**src/rtl/phy_mgmt.sv**
```systemverilog
// Clause-22 MDIO management master: host read/write frames, plus optional
// round-robin BMSR link polling when PHY_MGMT_POLL_EN is defined.
module phy_mgmt #(
  parameter int NUM_PHY       = 1,
  parameter int PHY_ADDR_BASE = 0,
  parameter int MDC_DIV       = 5,
  parameter int POLL_INTERVAL = 2500000
) (
  input  logic               clk,
  input  logic               rst,
  input  logic               req_valid,
  output logic               req_ready,
  input  logic               req_write,
  input  logic [4:0]         req_phyad,
  input  logic [4:0]         req_regad,
  input  logic [15:0]        req_wdata,
  output logic               rsp_valid,
  output logic [15:0]        rsp_rdata,
  output logic               rsp_err,
  output logic               mdc,
  output logic               mdio_o,
  output logic               mdio_oe,
  input  logic               mdio_i,
  output logic [NUM_PHY-1:0] link_up
);

  localparam int DIV_W = $clog2(MDC_DIV);

  if (MDC_DIV < 2 || POLL_INTERVAL < 1 || NUM_PHY < 1 || NUM_PHY > 4) begin : g_bad_cfg
    $error("phy_mgmt: unsupported parameter set");
  end

  typedef enum logic [2:0] {S_IDLE, S_PRE, S_CMD, S_TA, S_DATA, S_DONE} state_t;

  state_t           state, state_nxt;
  logic [DIV_W-1:0] div_cnt;
  logic [5:0]       bit_cnt;
  logic [62:0]      tx_sr;
  logic [15:0]      rd_sr;
  logic             ta_err, is_write, is_poll, rst_q;
  logic             in_frame, half_end, mdc_fall, mdc_rise, frame_end;
  logic             accept, start, poll_start;
  logic [4:0]       poll_phyad;
  logic             f_write;
  logic [4:0]       f_phyad, f_regad;
  logic [63:0]      frame;

  assign in_frame  = (state == S_PRE) || (state == S_CMD) || (state == S_TA) || (state == S_DATA);
  assign half_end  = in_frame && (div_cnt == DIV_W'(MDC_DIV - 1));
  assign mdc_fall  = half_end && mdc;
  assign mdc_rise  = half_end && !mdc;
  assign frame_end = mdc_fall && (bit_cnt == 6'd63);
  assign accept    = req_valid && req_ready;
  assign start     = accept || poll_start;

  // Undriven read TA/DATA positions are filled with 1 so mdio_o idles high.
  always_comb begin
    f_write = accept ? req_write : 1'b0;
    f_phyad = accept ? req_phyad : poll_phyad;
    f_regad = accept ? req_regad : 5'd1;
    frame   = {32'hFFFF_FFFF, 2'b01, f_write ? 2'b01 : 2'b10, f_phyad, f_regad,
               f_write ? 2'b10 : 2'b11, f_write ? req_wdata : 16'hFFFF};
  end

  always_ff @(posedge clk) begin
    if (rst) state <= S_IDLE;
    else     state <= state_nxt;
  end

  always_comb begin
    state_nxt = state;
    case (state)
      S_IDLE: if (start) state_nxt = S_PRE;
      S_PRE:  if (mdc_fall && bit_cnt == 6'd31) state_nxt = S_CMD;
      S_CMD:  if (mdc_fall && bit_cnt == 6'd45) state_nxt = S_TA;
      S_TA:   if (mdc_fall && bit_cnt == 6'd47) state_nxt = S_DATA;
      S_DATA: if (frame_end) state_nxt = S_DONE;
      S_DONE: state_nxt = S_IDLE;
      default: state_nxt = S_IDLE;
    endcase
  end

  always_comb begin
    req_ready = (state == S_IDLE) && !rst_q;
    rsp_valid = (state == S_DONE) && !is_poll;
    mdio_oe   = (state == S_PRE) || (state == S_CMD) ||
                (is_write && ((state == S_TA) || (state == S_DATA)));
  end

  // Bit timing: shift out on the falling mdc edge, sample on the rising one.
  always_ff @(posedge clk) begin
    if (rst) begin
      rst_q     <= 1'b1;
      mdc       <= 1'b0;
      mdio_o    <= 1'b1;
      div_cnt   <= '0;
      bit_cnt   <= '0;
      is_poll   <= 1'b0;
      is_write  <= 1'b0;
      rsp_rdata <= '0;
      rsp_err   <= 1'b0;
    end else begin
      rst_q <= 1'b0;
      if (start) begin
        tx_sr    <= frame[62:0];
        mdio_o   <= frame[63];
        mdc      <= 1'b0;
        div_cnt  <= '0;
        bit_cnt  <= '0;
        is_write <= f_write;
        is_poll  <= poll_start;
      end else if (half_end) begin
        div_cnt <= '0;
        mdc     <= !mdc;
        if (mdc_fall) begin
          bit_cnt <= bit_cnt + 6'd1;
          mdio_o  <= tx_sr[62];
          tx_sr   <= {tx_sr[61:0], 1'b1};
        end
        if (mdc_rise && bit_cnt == 6'd47) ta_err <= mdio_i;
        if (mdc_rise && bit_cnt >= 6'd48) rd_sr <= {rd_sr[14:0], mdio_i};
      end else if (in_frame) begin
        div_cnt <= div_cnt + DIV_W'(1);
      end
      if (frame_end && !is_poll) begin
        rsp_err <= is_write ? 1'b0 : ta_err;
        if (!is_write) rsp_rdata <= rd_sr;
      end
    end
  end

`ifdef PHY_MGMT_POLL_EN
  localparam int CNT_W = $clog2(POLL_INTERVAL + 1);
  localparam int IDX_W = (NUM_PHY > 1) ? $clog2(NUM_PHY) : 1;

  logic [CNT_W-1:0] poll_cnt;
  logic [IDX_W-1:0] poll_idx;
  logic             poll_pend;

  // A due poll waits in poll_pend so a same-cycle host request goes first.
  assign poll_start = (state == S_IDLE) && poll_pend && !accept;
  assign poll_phyad = 5'(PHY_ADDR_BASE + int'(poll_idx));

  always_ff @(posedge clk) begin
    if (rst) begin
      poll_cnt  <= '0;
      poll_idx  <= '0;
      poll_pend <= 1'b0;
      link_up   <= '0;
    end else begin
      if (state == S_IDLE && !poll_pend) begin
        if (poll_cnt == CNT_W'(POLL_INTERVAL - 1)) begin
          poll_pend <= 1'b1;
          poll_cnt  <= '0;
        end else begin
          poll_cnt <= poll_cnt + CNT_W'(1);
        end
      end
      if (poll_start) poll_pend <= 1'b0;
      if (state == S_DONE && is_poll) begin
        for (int p = 0; p < NUM_PHY; p++)
          if (poll_idx == IDX_W'(p)) link_up[p] <= !ta_err && rd_sr[2];
        poll_idx <= (poll_idx == IDX_W'(NUM_PHY - 1)) ? '0 : poll_idx + IDX_W'(1);
      end
    end
  end
`else
  assign poll_start = 1'b0;
  assign poll_phyad = 5'(PHY_ADDR_BASE);
  assign link_up    = '0;
`endif

endmodule
```
**config.mk**
```make
export PLATFORM = sky130hd
export DESIGN_NAME = phy_mgmt
export DESIGN_NICKNAME = d
export VERILOG_FILES = /design/src/rtl/phy_mgmt.sv
export SDC_FILE = /design/constraint.sdc
export NUM_CORES = 1
export LEC_CHECK = 0
export CORE_AREA = 2 2 95 97
export DETAILED_ROUTE_END_ITERATION = 7
export DIE_AREA = 0 0 97 99
export PLACE_DENSITY = 0.77
export REMOVE_ABC_BUFFERS = 1
export SLEW_MARGIN = 20
export SYNTH_ARGS = -nofsm -noshare
export SYNTH_HDL_FRONTEND = slang
export SYNTH_SLANG_ARGS = --single-unit
```
**constraint.sdc**
```tcl
create_clock -name clk -period 5.65 [get_ports clk]
set_input_delay 0.565 -clock clk [delete_from_list [all_inputs] [get_ports clk]]
set_output_delay 0.565 -clock clk [all_outputs]
set_load 0.1 [all_outputs]
```
* Word level (Yosys, flattened, before mapping)
Cells that the tools add are included.
Word-level totals: register bits 113, input port bits 31, output and inout bits 23, logic and storage cells 79
Operators by class: add/sub/neg operators 2, magnitude comparators 1, equal/unequal tests 15, muxes and demuxes 15, bitwise operators 3, reductions and logical operators 30
Operator list (count):
- two-way mux 63 bit | 2
- two-way mux 30 bit | 1
- == test 6 bit (second input constant) | 3
- two-way mux 16 bit | 1
- two-way mux 3 bit | 5
- case mux 3 bit (5 select lines) | 1
- logical AND 1 bit | 12
- == test 3 bit (second input constant) | 3
- AND reduction 4 bit | 2
- adder 6 x 1 -> 6 bit (second input constant) | 1
- == test 3 x 2 -> 1 bit (second input constant) | 2
- == test 6 x 5 -> 1 bit (second input constant) | 1
- >= comparator 6 bit (second input constant) | 1
- inequality test 2 x 1 -> 1 bit (second input constant) | 3
- logical OR 1 bit | 5
- AND reduction 5 bit | 1
- two-way mux 1 bit | 4
- inequality test 2 bit (second input constant) | 2
- AND reduction 2 bit | 2
- nonzero test 2 bit | 2
- adder 3 x 1 -> 3 bit (second input constant) | 1
- == test 3 x 1 -> 1 bit (second input constant) | 1
- logical NOT 3 bit | 1
- NOT 1 bit | 3
- other kinds (5) | 6

* Depth between registers and ports, before layout
depth in word-level cells 9, depth in mapped cells 8, gate-level depth less buffers 6

* Least setup slack after synthesis
OpenSTA, ideal clock, no wires.
path type reg-to-reg, from register state[0], to register tx_sr[0] (enable), setup time 505 ps, arrival time 6089 ps, data required time 5145 ps, path slack -943 ps, stages on the path, launching flop included 5, path buffers 1, period minus slack after synthesis 6593 ps, cells stage by stage dfxtp_1 -> nor4_2 -> nand2_1 -> clkbuf_1 -> a21oi_1
On the way: elaborated cells on any way between the ends 15, those cells by class eq/ne: 4; reduce/logical: 11
RTL lines:
- from (decl) | line 35 | state_t state, state_nxt;
- from (signal assigned) | line 67 | else state <= state_nxt;
- logical NOT 3 bit * | line 84 | req_ready = (state == S_IDLE) && !rst_q;
- logical AND 1 bit * | line 84
- net req_ready | line 12 | output logic req_ready,
- logical AND 1 bit * | line 53 | assign accept = req_valid && req_ready;
- nonzero test 2 bit (no source line)
- AND reduction 3 bit (no source line) *
- to (signal assigned) | line 105 | tx_sr <= frame[62:0];
- to (signal assigned) | line 118 | tx_sr <= {tx_sr[61:0], 1'b1};
- to (decl) | line 38 | logic [62:0] tx_sr;
Mark *: on every way through the listed nets, which the timed path passes. The rest lies on a longest branch. A chain may end at the register's enable or synchronous reset.

* Worst setup path in the final report
from register state[2], to output mdio_oe
On the way: cells in the longest elaborated chain, start to end 4, elaborated cells on any way between the ends 8, those cells by class eq/ne: 4; reduce/logical: 4
Ends and longest elaborated chain:
- == test 3 x 2 -> 1 bit or == test 3 bit (tied branches) | line 87 | (is_write && ((state == S_TA) || (state == S_DATA)));
- logical OR 1 bit | line 87
- logical AND 1 bit | line 87
- logical OR 1 bit * | line 86 | mdio_oe = (state == S_PRE) || (state == S_CMD) ||
- to (decl) | line 22 | output logic mdio_oe,
Every way passes the cells marked *; elsewhere a longest branch is shown, timed or not.

==> results.cfg <==
[outcome]
status = finished clean

[power]
power.leakage_nw = 2.05
fin_total_pwr_mw = 2.12
power.density_mw_per_mm2 = 366
irDropWorstVdd_v = 0.000217

[sta]
fin_crit_ps = 3350
worstMarginPinSlew_ps = 1080
rsz0062_at_grt = no
worst_slack_ps = 2300
slew_headroom_pct = 27.4
skew_ps = 8.27
drv_slew = 0
setup_violations = 0
period_share_pct = 59.3
max_freq_ghz = 0.299
hold_viol = 0

[clocking]
ctsResizeCount = 0
postCtsSetupBuffers = 0
root_buffer = clkbuf_8
cts_buffer_depth = 2
clk_pin_slew_ps = 60
cts_tree = done
ctsHoldBuffers = 0
clock-sinks = 113
cts_htree_levels = 4
cts_buffers = 17
clk_latency_ps = 510

[drt]
routed_wirelength_um = 7890
vias = 2926
drcViolationCount = 0
wire_per_inst_um = 14.4
ant_nets = 0
detail_route.iter0.violations = 132
via_per_inst = 5.35
dr.pass1.iters = 4

[critical_path]
crit_fanout = 13
required_ps = 5090
critPathCaptureType = primary output
worst_setup_path_start_kind = flip-flop
r2r_cells = 5
crit_type = reg2out
worstReg2RegEnd = tx_sr[37]
ff2ff_setup_slack_ps = 2950
r2r_start = state[0]
crit_arrival_ps = 2780

[final_layout]
drive_above_1_share_pct = 11.4
antenna_cells = 0
area_growth_pct = 25.7
fill_cells = 613
nNetsFinal = 461
final_cell_area_mm2 = 0.00580

[floorplanning]
fp.dieW_um = 97
num_rows = 34
start_util_pct = 54.0
io_pins = 54
core_mm2 = 0.00855
die-area_mm2 = 0.00960
die_h_um = 99

[worst_hold_path]
hold_depth = 0
hold_class = reg2reg
min_to = rd_sr[13]
hp-start = rd_sr[12]

[place]
preCtsSetupSlack_ps = 2550
hpwl_um = 4590
place.port_buffers = 52
dpl_cell_area_mm2 = 0.00521
globalplace.congestion = 0.865

[grt]
grt_use_total_pct = 17.1
top_usage_layer = met2
met2_usage_pct = 25.5
antenna_found_initial = 0
overflow = 0
grt_util_met1_pct = 22.9
use_met3_pct = 5.53
grt_pass1_wl_um = 12900
grt_start_max_net_pins = 82
grt_pass1_vias = 2733

[yosys]
synth_seq_area_share_pct = 66.4
avgSynthCellArea_um2 = 12.3
ys_types = 44
netlist_instances = 374
yosys_register_bits = 113
yosys_warnings = 0
ys.flop_type = edfxtp_1
synth_edf_count = 80
synthesis.area_mm2 = 0.00461
async_reset_ff_share_pct = 0

[flow_run]
maxCapViolations = 0
-- flip-flops by register name, summed over array words and instances, names as in the netlist --
name	cells
rd_sr	16
mdio_o	1
div_cnt	3
state	3
rsp_err	1
rsp_rdata	16
rst_q	1
is_write	1
bit_cnt	6
ta_err	1
mdc	1
tx_sr	63
-- report_power, final --
group	internal [mW]	switching, mW
clock network	0.641	0.407
logic	0.0562	0.0887
registers	0.916	0.0118
total	1.61	0.508
-- synthesized netlist by cell type (2+ instances only) --
cell type	n	area [um^2]
nor2_1	8	30.0
nor3b_1	3	22.5
o31ai_1	3	22.5
o21ai_0	21	105
nor2b_1	17	106
dfxtp_1	33	661
and3b_1	3	26.3
xnor2_1	3	26.3
clkbuf_1	18	67.6
nand4_1	5	31.3
xor2_1	2	17.5
ha_1	4	50.1
mux2_2	10	113
and2_1	2	12.5
buf_4	2	15.0
nand2_1	63	236
a21oi_1	8	40.0
mux2i_1	17	170
nor3_1	5	25.0
nor4_1	2	12.5
nand3_1	4	20.0
inv_1	4	15.0
edfxtp_1	80	2400
or4_1	2	15.0
or3_1	2	12.5
nand2b_1	33	206
and3_1	3	18.8
-- placed cells by master, fill, tap and decap left out, types with 2 or more instances in the layout --
cell              n
edfxtp_1         80
nand2_1          62
and3_1            3
buf_4             2
inv_1             4
inv_4             2
clkdlybuf4s50_1  52
inv_8             3
clkinv_4          4
nand2b_1         33
nor2b_1          16
mux2_2           10
and2_1            2
inv_6             3
bufinv_16         2
or3_1             2
and3b_1           3
nor4_1            2
ha_1              4
o31ai_1           3
nand3_1           4
xor2_1            2
or4_1             2
mux2i_1          17
nor3b_1           3
nand4_1           5
dfxtp_1          33
nor3_1            5
o21ai_0          21
a21oi_1           7
clkbuf_16        16
xnor2_1           3
nor2_1            8
-- how the worst max path moves through the flow --
| stage | startpoint | end | slack, ps | cells after the start |
|---|---|---|---|---|
| final | state[2] | mdio_oe | 2300 | 4 |
| after global routing | state[2] | mdio_oe | 2170 | 4 |
| after CTS | state[2] | mdio_oe | 2290 | 4 |
| after detailed placement | rst | state[2] | 2550 | 5 |
| after global placement | rst | state[2] | 2590 | 5 |
| after floorplan | state[0] | tx_sr[0] | -2450 | 3 |
-- critical path, cell delays in order (launching register included) --
cell and delay [ps]:
dfxtp_1 580, nor3b_1 330, nand2_1 80, o21ai_0 110
clkdlybuf4s50_1 1180
-- per-stage QoR --
step,std cells,setup TNS (ps),hold WS (ps),util (%)
3_5_place_dp,515,0,434,61.0
4_1_cts,547,0,450,67.8
3_3_place_gp,515,0,435,61.0
6_report,547,0,451,67.8
2_1_floorplan,353,-154120,426,-
5_1_grt,547,0,462,67.8
-- layer usage --
metal | wire length, um | vias to the layer above
met1 | 3700 | 1408
li1 | - | 1430
met5 | 0 | -
met2 | 3750 | 80
met4 | 87 | 0
met3 | 351 | 8
-- cells by family (layout without fill, tap and decap cells) --
group	Yosys count	after routing	synth area share [%]
simple gates	157	157	17.8
flops	113	113	66.4
compound gates	41	41	5.31
mux	27	27	6.13
buf+inv	26	91	2.30
xor+xnor	5	5	0.949
fa+ha+maj	4	4	1.08
other cells	1	1	0.0813
-- final cells by class --
cell class / instances / area, um^2 / area share (%)
sequential: 113 / 3060 / 52.8
multi-input combinational: 235 / 1460 / 25.2
timing repair buffer: 54 / 536 / 9.23
clock buffer: 17 / 414 / 7.14
clock inverter: 15 / 173 / 2.98
tap: 108 / 135 / 2.33
inverter: 5 / 18.8 / 0.324
No activity file was read; power rests on OpenSTA's default activity.
